==> config.mk <==
export PLATFORM = sky130hd
export DESIGN_NAME = tmr_scrub_register_flat
export DESIGN_NICKNAME = d
export VERILOG_FILES = /design/src/rtl/tmr_scrub_register_if.sv /design/src/rtl/tmr_scrub_register.sv /design/src/flat_wrapper.sv
export SDC_FILE = /design/constraint.sdc
export NUM_CORES = 1
export LEC_CHECK = 0
export BUFFER_PORTS_ARGS = -buffer_cell sky130_fd_sc_hd__clkbuf_2
export CELL_PAD_IN_SITES_DETAIL_PLACEMENT = 2
export CELL_PAD_IN_SITES_GLOBAL_PLACEMENT = 2
export CORE_MARGIN = 2
export CORE_UTILIZATION = 29
export DETAILED_ROUTE_END_ITERATION = 10
export PLACE_DENSITY = 0.83
export SYNTH_ARGS = -nofsm -noshare
export SYNTH_HDL_FRONTEND = slang
export SYNTH_SLANG_ARGS = --single-unit
==> constraint.sdc <==
create_clock -name clk -period 2.48 [get_ports clk]
set_input_delay 0.496 -clock clk [delete_from_list [all_inputs] [get_ports clk]]
set_output_delay 0.496 -clock clk [all_outputs]
set_load 0.02 [all_outputs]
==> src/rtl/tmr_scrub_register_if.sv <==
// Bus bundle for tmr_scrub_register: write port, fault-injection masks,
// counter clear, and the voted word plus error status.
interface tmr_scrub_register_if #(
  parameter int unsigned WIDTH     = 8,
  parameter int unsigned CNT_WIDTH = 8
) ();
  logic                 en;
  logic [WIDTH-1:0]     d;
  logic [WIDTH-1:0]     seu_inj_a;
  logic [WIDTH-1:0]     seu_inj_b;
  logic [WIDTH-1:0]     seu_inj_c;
  logic                 err_cnt_clr;
  logic [WIDTH-1:0]     q;
  logic [2:0]           err_chan;
  logic                 err_sticky;
  logic [CNT_WIDTH-1:0] err_cnt;

  modport master (
    output en, d, seu_inj_a, seu_inj_b, seu_inj_c, err_cnt_clr,
    input  q, err_chan, err_sticky, err_cnt
  );

  modport slave (
    input  en, d, seu_inj_a, seu_inj_b, seu_inj_c, err_cnt_clr,
    output q, err_chan, err_sticky, err_cnt
  );
endinterface

==> src/rtl/tmr_scrub_register.sv <==
// Triplicated storage word with bitwise majority vote, optional scrubbing
// of the copies from the voted value, and saturating mismatch accounting.
module tmr_scrub_register #(
  parameter int unsigned      WIDTH       = 8,
  parameter int unsigned      CNT_WIDTH   = 8,
  parameter logic [WIDTH-1:0] RESET_VALUE = '0,
  parameter bit               SCRUB       = 1'b1
) (
  input logic                 clk,
  input logic                 rst,
  tmr_scrub_register_if.slave bus
);

  logic [WIDTH-1:0]     copy_a_q, copy_b_q, copy_c_q;
  logic [WIDTH-1:0]     copy_a_d, copy_b_d, copy_c_d;
  logic [WIDTH-1:0]     base_a, base_b, base_c;
  logic [WIDTH-1:0]     voted;
  logic [2:0]           mismatch;
  logic [CNT_WIDTH-1:0] err_cnt_q, err_cnt_d;
  logic                 err_sticky_q, err_sticky_d;

  // Per-bit 2-of-3 majority and per-copy disagreement with the vote
  always_comb begin
    voted    = (copy_a_q & copy_b_q) | (copy_a_q & copy_c_q) | (copy_b_q & copy_c_q);
    mismatch = {|(copy_c_q ^ voted), |(copy_b_q ^ voted), |(copy_a_q ^ voted)};
  end

  // Copy next-state: write data, else voted word (scrub) or own value
  always_comb begin
    if (bus.en) begin
      base_a = bus.d;
      base_b = bus.d;
      base_c = bus.d;
    end else if (SCRUB) begin
      base_a = voted;
      base_b = voted;
      base_c = voted;
    end else begin
      base_a = copy_a_q;
      base_b = copy_b_q;
      base_c = copy_c_q;
    end
    // Injection applies on top of a write too, so the write itself can be upset
    copy_a_d = base_a ^ bus.seu_inj_a;
    copy_b_d = base_b ^ bus.seu_inj_b;
    copy_c_d = base_c ^ bus.seu_inj_c;
  end

  // Error accounting: clear beats increment, counter saturates at all ones
  always_comb begin
    err_cnt_d    = err_cnt_q;
    err_sticky_d = err_sticky_q;
    if (bus.err_cnt_clr) begin
      err_cnt_d    = '0;
      err_sticky_d = 1'b0;
    end else if (|mismatch) begin
      err_sticky_d = 1'b1;
      if (err_cnt_q != '1) begin
        err_cnt_d = err_cnt_q + CNT_WIDTH'(1);
      end
    end
  end

  // State registers; reset overrides writes, clears and injection
  always_ff @(posedge clk) begin
    if (rst) begin
      copy_a_q     <= RESET_VALUE;
      copy_b_q     <= RESET_VALUE;
      copy_c_q     <= RESET_VALUE;
      err_cnt_q    <= '0;
      err_sticky_q <= 1'b0;
    end else begin
      copy_a_q     <= copy_a_d;
      copy_b_q     <= copy_b_d;
      copy_c_q     <= copy_c_d;
      err_cnt_q    <= err_cnt_d;
      err_sticky_q <= err_sticky_d;
    end
  end

  assign bus.q          = voted;
  assign bus.err_chan   = mismatch;
  assign bus.err_cnt    = err_cnt_q;
  assign bus.err_sticky = err_sticky_q;

endmodule

==> src/flat_wrapper.sv <==
// flat-port wrapper written by rule: the top's interface ports become plain ports
module tmr_scrub_register_flat 
#(
  parameter int unsigned      WIDTH       = 8,
  parameter int unsigned      CNT_WIDTH   = 8,
  parameter logic [WIDTH-1:0] RESET_VALUE = '0,
  parameter bit               SCRUB       = 1'b1
)
  (clk, rst, bus_en, bus_d, bus_seu_inj_a, bus_seu_inj_b, bus_seu_inj_c, bus_err_cnt_clr, bus_q, bus_err_chan, bus_err_sticky, bus_err_cnt);
  tmr_scrub_register_if #(.WIDTH(WIDTH), .CNT_WIDTH(CNT_WIDTH)) bus_i ();
  input logic clk;
  input logic rst;
  input wire logic [$bits(bus_i.en)-1:0] bus_en;
  input wire logic [$bits(bus_i.d)-1:0] bus_d;
  input wire logic [$bits(bus_i.seu_inj_a)-1:0] bus_seu_inj_a;
  input wire logic [$bits(bus_i.seu_inj_b)-1:0] bus_seu_inj_b;
  input wire logic [$bits(bus_i.seu_inj_c)-1:0] bus_seu_inj_c;
  input wire logic [$bits(bus_i.err_cnt_clr)-1:0] bus_err_cnt_clr;
  output wire logic [$bits(bus_i.q)-1:0] bus_q;
  output wire logic [$bits(bus_i.err_chan)-1:0] bus_err_chan;
  output wire logic [$bits(bus_i.err_sticky)-1:0] bus_err_sticky;
  output wire logic [$bits(bus_i.err_cnt)-1:0] bus_err_cnt;
  assign bus_i.en = bus_en;
  assign bus_i.d = bus_d;
  assign bus_i.seu_inj_a = bus_seu_inj_a;
  assign bus_i.seu_inj_b = bus_seu_inj_b;
  assign bus_i.seu_inj_c = bus_seu_inj_c;
  assign bus_i.err_cnt_clr = bus_err_cnt_clr;
  assign bus_q = bus_i.q;
  assign bus_err_chan = bus_i.err_chan;
  assign bus_err_sticky = bus_i.err_sticky;
  assign bus_err_cnt = bus_i.err_cnt;
  tmr_scrub_register #(.WIDTH(WIDTH), .CNT_WIDTH(CNT_WIDTH), .RESET_VALUE(RESET_VALUE), .SCRUB(SCRUB)) u_core (.clk(clk), .rst(rst), .bus(bus_i));
endmodule
### Word level (Yosys, flattened, before mapping)

Index checks and enable logic that the tools add are counted.
Widths: inputs -> output; s select.

* word-level logic and storage cells: 25
* output and inout bits: 20
* bits in registers: 33
* input port bits: 36

* equality and inequality tests: 1
* bitwise gates (word level): 11
* $add $sub $neg: 1
* mux-type cells: 1
* reduce and logical (&&, ||, !) cells: 6

Operators by type and width (count)
* $xor 8x8->8: 6
* $and 8x8->8: 3
* $reduce_or 24->1: 1
* $reduce_or 8->1: 3
* $or 8x8->8: 2
* $add 8x1->8 const B: 1
* $mux 8: 1
* $ne 8x8->1 const B: 1
* $reduce_and 2->1: 1
* $reduce_or 2->1: 1

### Logic depth before layout (Yosys ltp)

Gate-level depths: netlist of the first run.

* word-level depth: 6
* gate-level depth with buffers: 8
* mapped depth without buffers: 7

### Worst setup path before layout of the first run

Ideal clock, no wire load.

* kind: flip-flop to flip-flop
* start: register u_core.copy_c_q[1]
* end: register u_core.err_cnt_q[1], in the netlist u_core.bus.err_cnt[1]
* arrival: 2180 ps
* buffers on the path: 2
* stages on the path, launching flop included: 8
* path slack: 183 ps
* clock period less this slack: 2297 ps
* required time: 2364 ps
* path through: dfxtp_1 > nor2b_1 > a2111oi_2 > nand4_1 > or4_1 > buf_6 > buf_8 > a41o_1

* longest elaborated chain between the ends: 6
* elaborated cells on any way between the ends: 9

Ends and longest elaborated chain
* from (decl): line tmr_scrub_register.sv:14 `logic [WIDTH-1:0] copy_a_q, copy_b_q, copy_c_q;`
* from (signal assigned): line tmr_scrub_register.sv:75 `copy_c_q <= copy_c_d;`
* $and 8x8->8: line tmr_scrub_register.sv:24 `voted = (copy_a_q & copy_b_q) | (copy_a_q & copy_c_q) | (copy_b_q & copy_c_q);`
* $or 8x8->8 (2 in a row): line tmr_scrub_register.sv:24
* $xor 8x8->8: line tmr_scrub_register.sv:25 `mismatch = {|(copy_c_q ^ voted), |(copy_b_q ^ voted), |(copy_a_q ^ voted)};`
* $reduce_or 24->1 (*): line tmr_scrub_register.sv:56 `end else if (|mismatch) begin`
* $reduce_and 2->1 (no line) (*)
* to (signal assigned): line tmr_scrub_register.sv:76 `err_cnt_q <= err_cnt_d;`
* to (decl): line tmr_scrub_register.sv:19 `logic [CNT_WIDTH-1:0] err_cnt_q, err_cnt_d;`

Every way passes the cells marked *; elsewhere a longest branch is shown, timed or not.
A chain may end at the register's enable or synchronous reset.

### Final worst setup path of the first run

* start: register u_core.copy_c_q[2]
* end: output port bus_err_chan[1]

* longest elaborated chain between the ends: 5
* elaborated cells on any way between the ends: 6

Ends and longest elaborated chain
* $and 8x8->8: line tmr_scrub_register.sv:24
* $or 8x8->8: line tmr_scrub_register.sv:24
* $or 8x8->8 (*): line tmr_scrub_register.sv:24
* $xor 8x8->8 (*): line tmr_scrub_register.sv:25
* $reduce_or 8->1 (*): line tmr_scrub_register.sv:25
* to (decl): line flat_wrapper.sv:20 `output wire logic [$bits(bus_i.err_chan)-1:0] bus_err_chan;`

Marked as above.

==> results of run 1 <==
==> cell type report <==
cell class | instances | area [um^2] | share of cell area
Clock buffer | 8 | 80.08 | 0.03437
Inverter | 4 | 15.01 | 0.006445
Multi-Input combinational cell | 184 | 1180 | 0.5064
Sequential cell | 33 | 660.6 | 0.2836
Tap cell | 77 | 96.34 | 0.04135
Timing Repair Buffer | 58 | 297.8 | 0.1278
==> how the worst min path moves through the flow <==
stage / start / end / slack [ns] / cells past startpoint
2_1_floorplan: u_core.bus.err_sticky$_SDFFE_PP0P_ / u_core.bus.err_sticky$_SDFFE_PP0P_ / 0.55 / 2
3_3_place_gp: u_core.bus.err_sticky$_SDFFE_PP0P_ / u_core.bus.err_sticky$_SDFFE_PP0P_ / 0.47 / 2
3_5_place_dp: u_core.bus.err_sticky$_SDFFE_PP0P_ / u_core.bus.err_sticky$_SDFFE_PP0P_ / 0.51 / 2
4_1_cts: bus_seu_inj_a[5] / u_core.copy_a_q[5]$_SDFF_PP0_ / 0.46 / 3
5_1_grt: bus_seu_inj_a[7] / u_core.copy_a_q[7]$_SDFF_PP0_ / 0.46 / 3
6_report: bus_seu_inj_a[5] / u_core.copy_a_q[5]$_SDFF_PP0_ / 0.46 / 3
==> power by group through the flow <==
stage,Combinational [mW],Sequential [mW],Clock (mW)
2_1_floorplan,0.228,0.628,0
3_3_place_gp,0.328,0.636,0
3_5_place_dp,0.339,0.641,0
4_1_cts,0.343,0.630,0.402
5_1_grt,0.380,0.640,0.431
6_report,0.337,0.630,0.387
==> synthesized netlist by cell type (all sizes together) <==
| cell | count | area (um^2) |
|---|---|---|
| a2111oi | 6 | 78.83 |
| a211oi | 1 | 12.51 |
| a21oi | 20 | 103.9 |
| a31o | 2 | 17.52 |
| a31oi | 2 | 12.51 |
| a41o | 3 | 30.03 |
| and3 | 4 | 25.02 |
| and3b | 13 | 115.1 |
| and4 | 1 | 8.760 |
| buf | 3 | 30.02 |
| clkbuf | 6 | 22.52 |
| dfxtp | 33 | 660.6 |
| ha | 1 | 12.51 |
| inv | 4 | 15.01 |
| nand2 | 8 | 30.03 |
| nand3 | 2 | 10.01 |
| nand4 | 2 | 12.51 |
| nand4b | 2 | 17.52 |
| nor2 | 50 | 187.7 |
| nor2b | 5 | 31.28 |
| nor3 | 8 | 40.04 |
| nor3b | 14 | 105.1 |
| nor4 | 3 | 18.77 |
| o21a | 4 | 30.03 |
| o21ai | 2 | 10.01 |
| o221ai | 2 | 17.52 |
| o22a | 2 | 17.52 |
| or2 | 2 | 12.51 |
| or4 | 1 | 7.510 |
| xor2 | 24 | 210.2 |
==> flip-flops by register name, summed over array words and instances (netlist names) <==
register	count
u_core.copy_b_q	8
u_core.bus.err_cnt	8
u_core.bus.err_sticky	1
u_core.copy_a_q	8
u_core.copy_c_q	8
==> through the flow <==
stage / instances / power [mW] / hold slack [ns]
after CTS: 364 / 1.375 / 0.4552
final: 364 / 1.355 / 0.4558
after floorplan: 230 / 0.8556 / 0.5549
after detailed placement: 356 / 0.9799 / 0.5084
after global placement: 356 / 0.9638 / 0.4750
after global routing: 364 / 1.451 / 0.4628
==> routing by layer <==
layer | part of all wire | GRT usage | vias up
li1 | - | - | 928
met1 | 0.42 | 0.1977 | 890
met2 | 0.52 | 0.2834 | 42
met3 | 0.049 | 0.03794 | 5
met4 | 0.011 | 0.04906 | 0
met5 | 0 | 0 | -
==> kinds of logic (layout without fill, tap and decap cells) <==
| family | after synthesis | count (layout) | share of synthesized area |
|---|---|---|---|
| xor+xnor | 24 | 24 | 0.1105 |
| compound gates | 44 | 44 | 0.1736 |
| flops | 33 | 33 | 0.3471 |
| fa+ha+maj | 1 | 1 | 0.006574 |
| buf+inv | 13 | 70 | 0.03550 |
| simple gates | 115 | 115 | 0.3268 |
==> worst max-delay path: cells and delay by family, from the launching register on <==
kind / cells / cell delay, ns
DFF: 1 / 0.36
and+or+nand+nor: 1 / 0.34
buffers and inverters: 1 / 0.16
AOI/OAI and AO/OA: 3 / 0.63
==> what timing repair did <==
item,CTS,global route
gates resized for setup,0,1
hold buffers,0,0
setup endpoints to repair,0,3
==> impl_metrics.py, run 1 <==
metrics = {
    "sta": {
        "rsz0062_at_grt": "false",
        "final.setup.worst_slack_ns": 0.2000,
        "drv_slew": 0,
        "setup_violations": 0,
        "fmax_ghz": 0.4386,
        "tightest_slew_ns": 0.3843,
        "finalCritPeriodShare": 0.9194,
        "slew_headroom": 0.7372,
        "post-route-min-period_ns": 2.280,
        "final-hold-violation-count": 0,
        "tns_ns": 0,
        "skew_ns": 0.006458,
    },
    "routing": {
        "dr.pass1.iters": 4,
        "postRouteAntennaNets": 0,
        "drt-total-wl_um": 5516,
        "wl_per_cell_um": 15.15,
        "drt_iter0_drc": 38,
        "drc_errors": 0,
        "viasPerCell": 5.124,
        "dr_total_vias": 1865,
    },
    "cells_and_area": {
        "fin_nets": 323,
        "mostFrequentLayoutCell": "clkbuf_2",
        "layout_common_cells": "55 x clkbuf_2, 50 x nor2_1, 33 x dfxtp_1, 24 x xor2_1, 19 x a21oi_1",
        "drive_above_1_share": 0.2544,
        "nFillCells": 760,
        "area_growth_pct": 22.42,
        "final_area_mm2": 0.002330,
        "finalCoreUtilization": 0.3669,
        "n_antenna_cell": 0,
    },
    "clock_network": {
        "cts_setup_buffers": 0,
        "root_buffer": "clkbuf_8",
        "clk_latency_ns": 0.28,
        "cts.sinks": 33,
        "cts_tree": "built",
        "htree_levels": 2,
        "cts.reportedPaths.clkPinSlew_ns": 0.07,
        "cts_buffers": 5,
        "clockBufferDepth": 2,
    },
    "global_routing": {
        "grt_antenna_before_repair": 0,
        "grt_overflow": 0,
        "grt_start_max_net_pins": 25,
        "grt_usage": 0.1624,
        "grt_pass1_wl_um": 9459,
        "grt_pass1_vias": 2027,
    },
    "worst_setup_path": {
        "rrSetupSlack_ns": 0.21,
        "crit_start": "u_core.copy_c_q[2]$_SDFF_PP0_",
        "critPathArrivalTime_ns": 1.78,
        "slowest_stage": "dfxtp_1",
        "rr_startpoint": "u_core.copy_c_q[1]$_SDFF_PP0_",
        "rr_worst_depth": 7,
        "critPathCapture": "bus_err_chan[1]",
        "worst-path-max-fanout": 7,
        "reg2reg_to": "u_core.bus.err_cnt[2]$_SDFFE_PP0P_",
        "critical_path_required_ns": 1.98,
        "critical_path_class": "flop to primary output",
        "cp-end-kind": "primary output",
        "startpoint_type": "flop",
        "cp_slowest_stage_delay_ns": 0.36,
        "crit_chain": "a21oi_1 -> o22a_1 -> o221ai_1 -> or2_2 -> clkbuf_2",
    },
    "power": {
        "clkPwrFrac": 0.286,
        "switching_share": 0.3232,
        "power_leakage_nw": 1.048,
        "peakVddDrop_mv": 0.2919,
        "power.switching_uw": 437.8,
        "p_int_uw": 916.7,
        "pwr-share-comb": 0.249,
        "p_seq_frac": 0.465,
        "power.density_mw_per_mm2": 581.4,
    },
    "floorplanning": {
        "dieArea_mm2": 0.007227,
        "die_y_um": 85.01,
        "initial_utilization": 0.2997,
        "ios": 56,
        "die_w_um": 85.01,
        "num_rows": 29,
        "fp.coreArea_mm2": 0.006350,
    },
    "logic_synthesis": {
        "yosysWarningCount": 0,
        "synth_cell_type_count": 36,
        "avgSynthCellArea_um2": 8.274,
        "synth_area_mm2": 0.001903,
        "ys_ff_latch": 33,
        "syn_nets": 267,
        "syn-instance-count": 230,
        "ys_seq_area_frac": 0.3471,
    },
    "placement": {
        "numPortBuffers": 55,
        "gp_congestion": 0.7335,
        "dp_slack_ns": 0.1991,
        "dpl.hpwl_um": 4347,
        "placed_area_mm2": 0.002245,
    },
    "run": {
        "max-cap-violations": 0,
    },
    "outcome": {
        "outcome": "completed",
    },
    "worst_hold_path": {
        "hold_class": "primary input to flop",
    },
}
No activity file was read; power rests on OpenSTA's default activity.
==> inputs of run 2 (changes only) <==
--- a/config.mk
+++ b/config.mk
@@ -5,13 +5,15 @@
 export SDC_FILE = /design/constraint.sdc
 export NUM_CORES = 1
 export LEC_CHECK = 0
+export ABC_AREA = 1
 export BUFFER_PORTS_ARGS = -buffer_cell sky130_fd_sc_hd__clkbuf_2
 export CELL_PAD_IN_SITES_DETAIL_PLACEMENT = 2
 export CELL_PAD_IN_SITES_GLOBAL_PLACEMENT = 2
 export CORE_MARGIN = 2
-export CORE_UTILIZATION = 29
+export CORE_UTILIZATION = 27
 export DETAILED_ROUTE_END_ITERATION = 10
-export PLACE_DENSITY = 0.83
+export HOLD_SLACK_MARGIN = 0.12
+export PLACE_DENSITY = 0.84
 export SYNTH_ARGS = -nofsm -noshare
 export SYNTH_HDL_FRONTEND = slang
 export SYNTH_SLANG_ARGS = --single-unit
==> run 2 against run 1 <==
Net effect:
- sequential share of layout area fell by 1.8 points
- clock skew rose by 0.0026 ns
- global-route usage fell by 0.39 points
- setup slack improved by 0.22 ns
- worst hold slack worse by 0.019 ns
- sequential cell count stayed put
- core utilization shrank 2.4 points
- critical path depth up 3
- combinational power grew 7.4%
- total power increased by 6.5%
- synthesized cell count increased by 38%
- final cell count grew 30%
- critical path type unchanged
==> impl_metrics.py, run 2 <==
metrics = {
    "power": {
        "power_leakage_nw": 1.240,
        "power.density_mw_per_mm2": 579.8,
        "peakVddDrop_mv": 0.2197,
    },
    "clock_network": {
        "cts_tree": "built",
        "cts_buffers": 5,
        "cts.sinks": 33,
        "cts_setup_buffers": 0,
        "cts.repair.resized": 0,
        "clk_latency_ns": 0.29,
        "htree_levels": 2,
        "holdBufCountCts": 0,
        "root_buffer": "clkbuf_8",
        "cts.reportedPaths.clkPinSlew_ns": 0.07,
        "clockBufferDepth": 2,
    },
    "routing": {
        "drc_errors": 0,
        "drt-total-wl_um": 6210,
        "drt_iter0_drc": 34,
        "dr.pass1.iters": 4,
        "wl_per_cell_um": 13.07,
        "postRouteAntennaNets": 0,
        "viasPerCell": 4.777,
        "dr_total_vias": 2269,
    },
    "sta": {
        "setup_violations": 0,
        "final-hold-violation-count": 0,
        "tightest_slew_ns": 0.7068,
        "drv_slew": 0,
        "slew_headroom": 0.5283,
        "post-route-min-period_ns": 2.059,
        "fmax_ghz": 0.4856,
        "skew_ns": 0.009095,
        "hold_slack_ns": 0.4371,
        "tns_ns": 0,
        "finalCritPeriodShare": 0.8304,
        "rsz0062_at_grt": "false",
    },
    "logic_synthesis": {
        "ys.flop_type": "dfxtp_1",
        "yosysWarningCount": 0,
        "synth_area_mm2": 0.002012,
        "synth_area_leader_cell": "dfxtp_1",
        "synth-edff-count": 0,
        "ys_ff_latch": 33,
        "synth_area_leaders": "dfxtp_1 33%, nand3_1 13%, o21ai_0 9.7%, nand2_1 8.8%, inv_1 8.2%",
        "avgSynthCellArea_um2": 6.347,
        "yosys-top-cells-count": "53 x nand3_1, 47 x nand2_1, 44 x inv_1, 39 x o21ai_0, 33 x dfxtp_1",
        "syn_nets": 354,
        "ys_seq_area_frac": 0.3284,
        "syn-instance-count": 317,
        "yosysMostFrequentCell": "nand3_1",
        "async_reset_ff_frac": 0,
        "synth_top_area_share": 0.3284,
        "synth_cell_type_count": 19,
    },
    "run": {
        "max-cap-violations": 0,
    },
    "worst_setup_path": {
        "crit_chain": "inv_1 -> nand3_1 -> nand2_1 -> nor2_1 -> nand2_2 -> nor2_4 -> inv_1 -> clkbuf_2",
        "startpoint_type": "flop",
        "path_common_cell": "inv_1",
        "critical_path_class": "flop to primary output",
        "slowest_stage": "dfxtp_1",
        "critical_path_required_ns": 1.98,
        "worst-path-max-fanout": 5,
        "cp_slowest_stage_delay_ns": 0.42,
        "critPathArrivalTime_ns": 1.56,
        "cp-end-kind": "primary output",
    },
    "global_routing": {
        "grt_util_met2": 0.3020,
        "use_met1": 0.1777,
        "grt_usage": 0.1585,
        "busiest_layer": "met2",
        "grt_overflow": 0,
        "grt_pass1_wl_um": 10780,
        "grt_pass1_vias": 2421,
        "grt_start_max_net_pins": 25,
        "grt_antenna_before_repair": 0,
        "grt_use_met3": 0.03088,
    },
    "floorplanning": {
        "initial_utilization": 0.2774,
        "die_w_um": 90.32,
        "dieArea_mm2": 0.008158,
        "ios": 56,
        "die_y_um": 90.32,
        "fp.coreArea_mm2": 0.007253,
        "num_rows": 31,
    },
    "cells_and_area": {
        "regArea_um2": 660.6,
        "n_antenna_cell": 0,
        "multi_input_area_mm2": 0.001106,
        "nFillCells": 942,
        "fin_nets": 412,
        "area_growth_pct": 23.69,
        "layout_common_cells": "55 x clkbuf_2, 53 x nand3_1, 47 x nand2_1, 44 x inv_1, 39 x o21ai_0",
        "mostFrequentLayoutCell": "clkbuf_2",
        "final_area_mm2": 0.002489,
        "drive_above_1_share": 0.2367,
    },
    "worst_hold_path": {
        "hold_class": "primary input to flop",
    },
    "placement": {
        "placed_area_mm2": 0.002387,
        "numPortBuffers": 55,
        "gp_congestion": 0.7485,
        "dpl.hpwl_um": 4934,
    },
    "outcome": {
        "outcome": "completed",
    },
}
## run 2: cell types whose count changed in the layout (fill, tap and decap cells not counted), sizes merged, moves of 14 or more
cell,change
inv,+55
nand3,+55
nand2,+41
o21ai,+37
xor2,-24
nor2,-15
nor3b,-14
## run 2: worst paths after layout
kind                                       from                                  to  slack [ns]  depth (start not counted)
min                            bus_seu_inj_b[5]       u_core.copy_b_q[5]$_SDFF_PP0_        0.44                          3
max reg2reg       u_core.copy_b_q[3]$_SDFF_PP0_  u_core.bus.err_cnt[1]$_SDFFE_PP0P_        0.77                         11
min reg2reg  u_core.bus.err_sticky$_SDFFE_PP0P_  u_core.bus.err_sticky$_SDFFE_PP0P_        0.50                          2
max               u_core.copy_b_q[3]$_SDFF_PP0_                     bus_err_chan[0]        0.42                          8
## run 2: through the flow
step                      total power, mW  instances  worst slack, ns  utilization
after floorplan                    0.8741        317           0.8610            -
after global placement             0.9782        467           0.7601       0.3291
after detailed placement            1.002        467           0.7302       0.3291
after CTS                           1.472        475           0.4022       0.3431
after global routing                1.542        475           0.2953       0.3431
final                               1.443        475           0.4205       0.3431
## run 2: cells by family after synthesis
family | share of synthesized area
buf+inv | 0.1219
fa+ha+maj | 0.006218
simple gates | 0.3321
mux | 0.03483
flops | 0.3284
compound gates | 0.1766
## run 2: metal layers
metal | part of all wire | vias up
met5 | 0 | -
met2 | 0.53 | 30
met4 | 0.0097 | 0
li1 | - | 1145
met1 | 0.43 | 1087
met3 | 0.029 | 7
## run 2: final cells by class
class                           count  share of cell area
Tap cell                           99             0.04977
Inverter                           59             0.08899
Clock inverter                      1            0.002011
Clock buffer                        7             0.03871
Sequential cell                    33              0.2655
Timing Repair Buffer               55              0.1106
Multi-Input combinational cell    221              0.4444
## run 2: power breakdown
group | leakage (nW) | switching (mW) | internal [mW]
clock network | 0.0542 | 0.209 | 0.251
registers | 0.274 | 0.0524 | 0.569
logic | 0.913 | 0.235 | 0.127
## run 2: worst max-delay path, delay by kind of cell, from the launching register on
family	cells	cell delay (ns)
buffers and inverters	3	0.34
DFF	1	0.42
and+or+nand+nor	5	0.52
==> inputs of run 3 (changes only) <==
==> constraint.sdc (replaced) <==
create_clock -name clk -period 2 [get_ports clk]
set_input_delay 0.4 -clock clk [delete_from_list [all_inputs] [get_ports clk]]
set_output_delay 0.4 -clock clk [all_outputs]
set_load 0.02 [all_outputs]
==> run 3 against run 2 <==
Net effect:
- non-clock buffer count is 1 higher
- sequential cell count stayed put
- critical endpoint unchanged
- clock power is 5.7% higher
- die area stayed put
- register-to-register slack worse by 0.39 ns
- setup slack worse by 0.29 ns
- critical path depth stayed put
- combinational power is 24% higher
==> impl_metrics.py, run 3 (synthesis results as in run 2) <==
metrics = {
    "global_routing": {
        "grt_antenna_before_repair": 0,
        "busiest_layer": "met2",
        "grt_pass1_vias": 2396,
        "grt_start_max_net_pins": 25,
        "grt_pass1_wl_um": 10540,
        "grt_use_met3": 0.03088,
        "grt_usage": 0.1562,
        "grt_overflow": 0,
        "use_met1": 0.1724,
        "grt_util_met2": 0.3014,
    },
    "clock_network": {
        "holdBufCountCts": 0,
        "htree_levels": 2,
        "clk_latency_ns": 0.29,
        "cts_tree": "built",
        "cts.sinks": 33,
        "root_buffer": "clkbuf_8",
        "clockBufferDepth": 2,
        "cts.reportedPaths.clkPinSlew_ns": 0.07,
        "cts_buffers": 5,
    },
    "placement": {
        "placedCellCount": 468,
        "placed_area_mm2": 0.002395,
        "dp_slack_ns": 0.3746,
        "gp_congestion": 0.7488,
        "dpl.hpwl_um": 4847,
        "numPortBuffers": 55,
    },
    "cells_and_area": {
        "layout_common_cells": "55 x clkbuf_2, 53 x nand3_1, 47 x nand2_1, 44 x inv_1, 39 x o21ai_0",
        "mostFrequentLayoutCell": "clkbuf_2",
        "stdcell_count": 476,
        "n_antenna_cell": 0,
        "final_area_mm2": 0.002499,
        "fin_nets": 413,
        "drive_above_1_share": 0.2812,
        "area_growth_pct": 24.19,
    },
    "sta": {
        "final.setup.worst_slack_ns": 0.1327,
        "rsz0062_at_grt": "false",
        "final-hold-violation-count": 0,
        "slew_headroom": 0.6224,
        "drv_slew": 0,
        "skew_ns": 0.01094,
        "finalCritPeriodShare": 0.9336,
        "tns_ns": 0,
        "setup_violations": 0,
        "fmax_ghz": 0.5355,
        "post-route-min-period_ns": 1.867,
        "tightest_slew_ns": 0.5643,
    },
    "worst_setup_path": {
        "critPathCapture": "bus_err_chan[0]",
        "critPathArrivalTime_ns": 1.47,
        "critical_path_required_ns": 1.60,
        "rrSetupSlack_ns": 0.38,
        "critical_path_class": "flop to primary output",
        "rr_worst_depth": 9,
        "rr_startpoint": "u_core.bus.err_cnt[3]$_SDFFE_PP0P_",
        "reg2reg_to": "u_core.bus.err_cnt[5]$_SDFFE_PP0P_",
        "cp-end-kind": "primary output",
        "worst-path-max-fanout": 5,
        "startpoint_type": "flop",
        "crit_start": "u_core.copy_b_q[7]$_SDFF_PP0_",
    },
    "routing": {
        "drc_errors": 0,
        "drt-total-wl_um": 6126,
        "wl_per_cell_um": 12.87,
        "viasPerCell": 4.767,
        "dr.pass1.iters": 3,
        "dr_total_vias": 2269,
        "postRouteAntennaNets": 0,
        "drt_iter0_drc": 31,
    },
    "floorplanning": {
        "die_w_um": 90.32,
        "initial_utilization": 0.2774,
        "num_rows": 31,
        "dieArea_mm2": 0.008158,
        "ios": 56,
        "die_y_um": 90.32,
        "fp.coreArea_mm2": 0.007253,
    },
    "outcome": {
        "outcome": "completed",
    },
    "power": {
        "power.density_mw_per_mm2": 685.6,
        "peakVddDrop_mv": 0.3137,
        "power_leakage_nw": 1.240,
    },
    "worst_hold_path": {
        "hold_class": "primary input to flop",
        "hold_path_depth": 3,
    },
    "run": {
        "max-cap-violations": 0,
    },
}
[run 3: critical path, cell delays in order, from the launching register on]
cell      delay, ns
dfxtp_1        0.40
inv_2          0.07
nand3_1        0.08
nand2_1        0.06
nor2_2         0.10
nand2_2        0.09
nor2_4         0.14
inv_1          0.07
clkbuf_2       0.15
[run 3: worst min path at each step]
stage,slack [ns],start,endpoint
after floorplan,0.54,bus_seu_inj_a[2],u_core.copy_a_q[2]$_SDFF_PP0_
after detailed placement,0.49,u_core.bus.err_sticky$_SDFFE_PP0P_,u_core.bus.err_sticky$_SDFFE_PP0P_
after global routing,0.35,bus_seu_inj_c[6],u_core.copy_c_q[6]$_SDFF_PP0_
final,0.33,bus_seu_inj_a[0],u_core.copy_a_q[0]$_SDFF_PP0_
after global placement,0.47,u_core.bus.err_sticky$_SDFFE_PP0P_,u_core.bus.err_sticky$_SDFFE_PP0P_
after CTS,0.34,bus_seu_inj_a[0],u_core.copy_a_q[0]$_SDFF_PP0_
[run 3: cell type report]
type | instances | area [um^2]
repair buffers | 56 | 282.8
inverters | 59 | 221.5
well taps | 99 | 123.9
fillers | 924 | 4755
flip-flops and latches | 33 | 681.9
clock buffers | 6 | 72.57
clock inverters | 2 | 10.01
multi-input cells | 221 | 1106
[run 3: routing by layer]
| metal | up-vias | share of wire |
|---|---|---|
| met5 | - | 0 |
| met4 | 0 | 0.010 |
| met3 | 7 | 0.032 |
| met2 | 34 | 0.53 |
| met1 | 1075 | 0.42 |
| li1 | 1153 | - |
[run 3: timing repair]
item	4_1_cts	5_1_grt
resized for setup	0	17
setup endpoints to repair	0	3
setup buffers	0	0
[run 3: power breakdown]
group	switching (mW)	internal (mW)
registers	0.0654	0.713
clock network	0.245	0.241
logic	0.290	0.159
total	0.601	1.11
[run 3: per-stage QoR]
step / hold WS, ns / power (mW) / util
global placement: 0.4652 / 1.215 / 0.3302
global route: 0.3490 / 1.830 / 0.3445
finish: 0.3347 / 1.713 / 0.3445
floorplan: 0.5426 / 1.084 / -
CTS: 0.3352 / 1.743 / 0.3416
detailed placement: 0.4861 / 1.240 / 0.3302
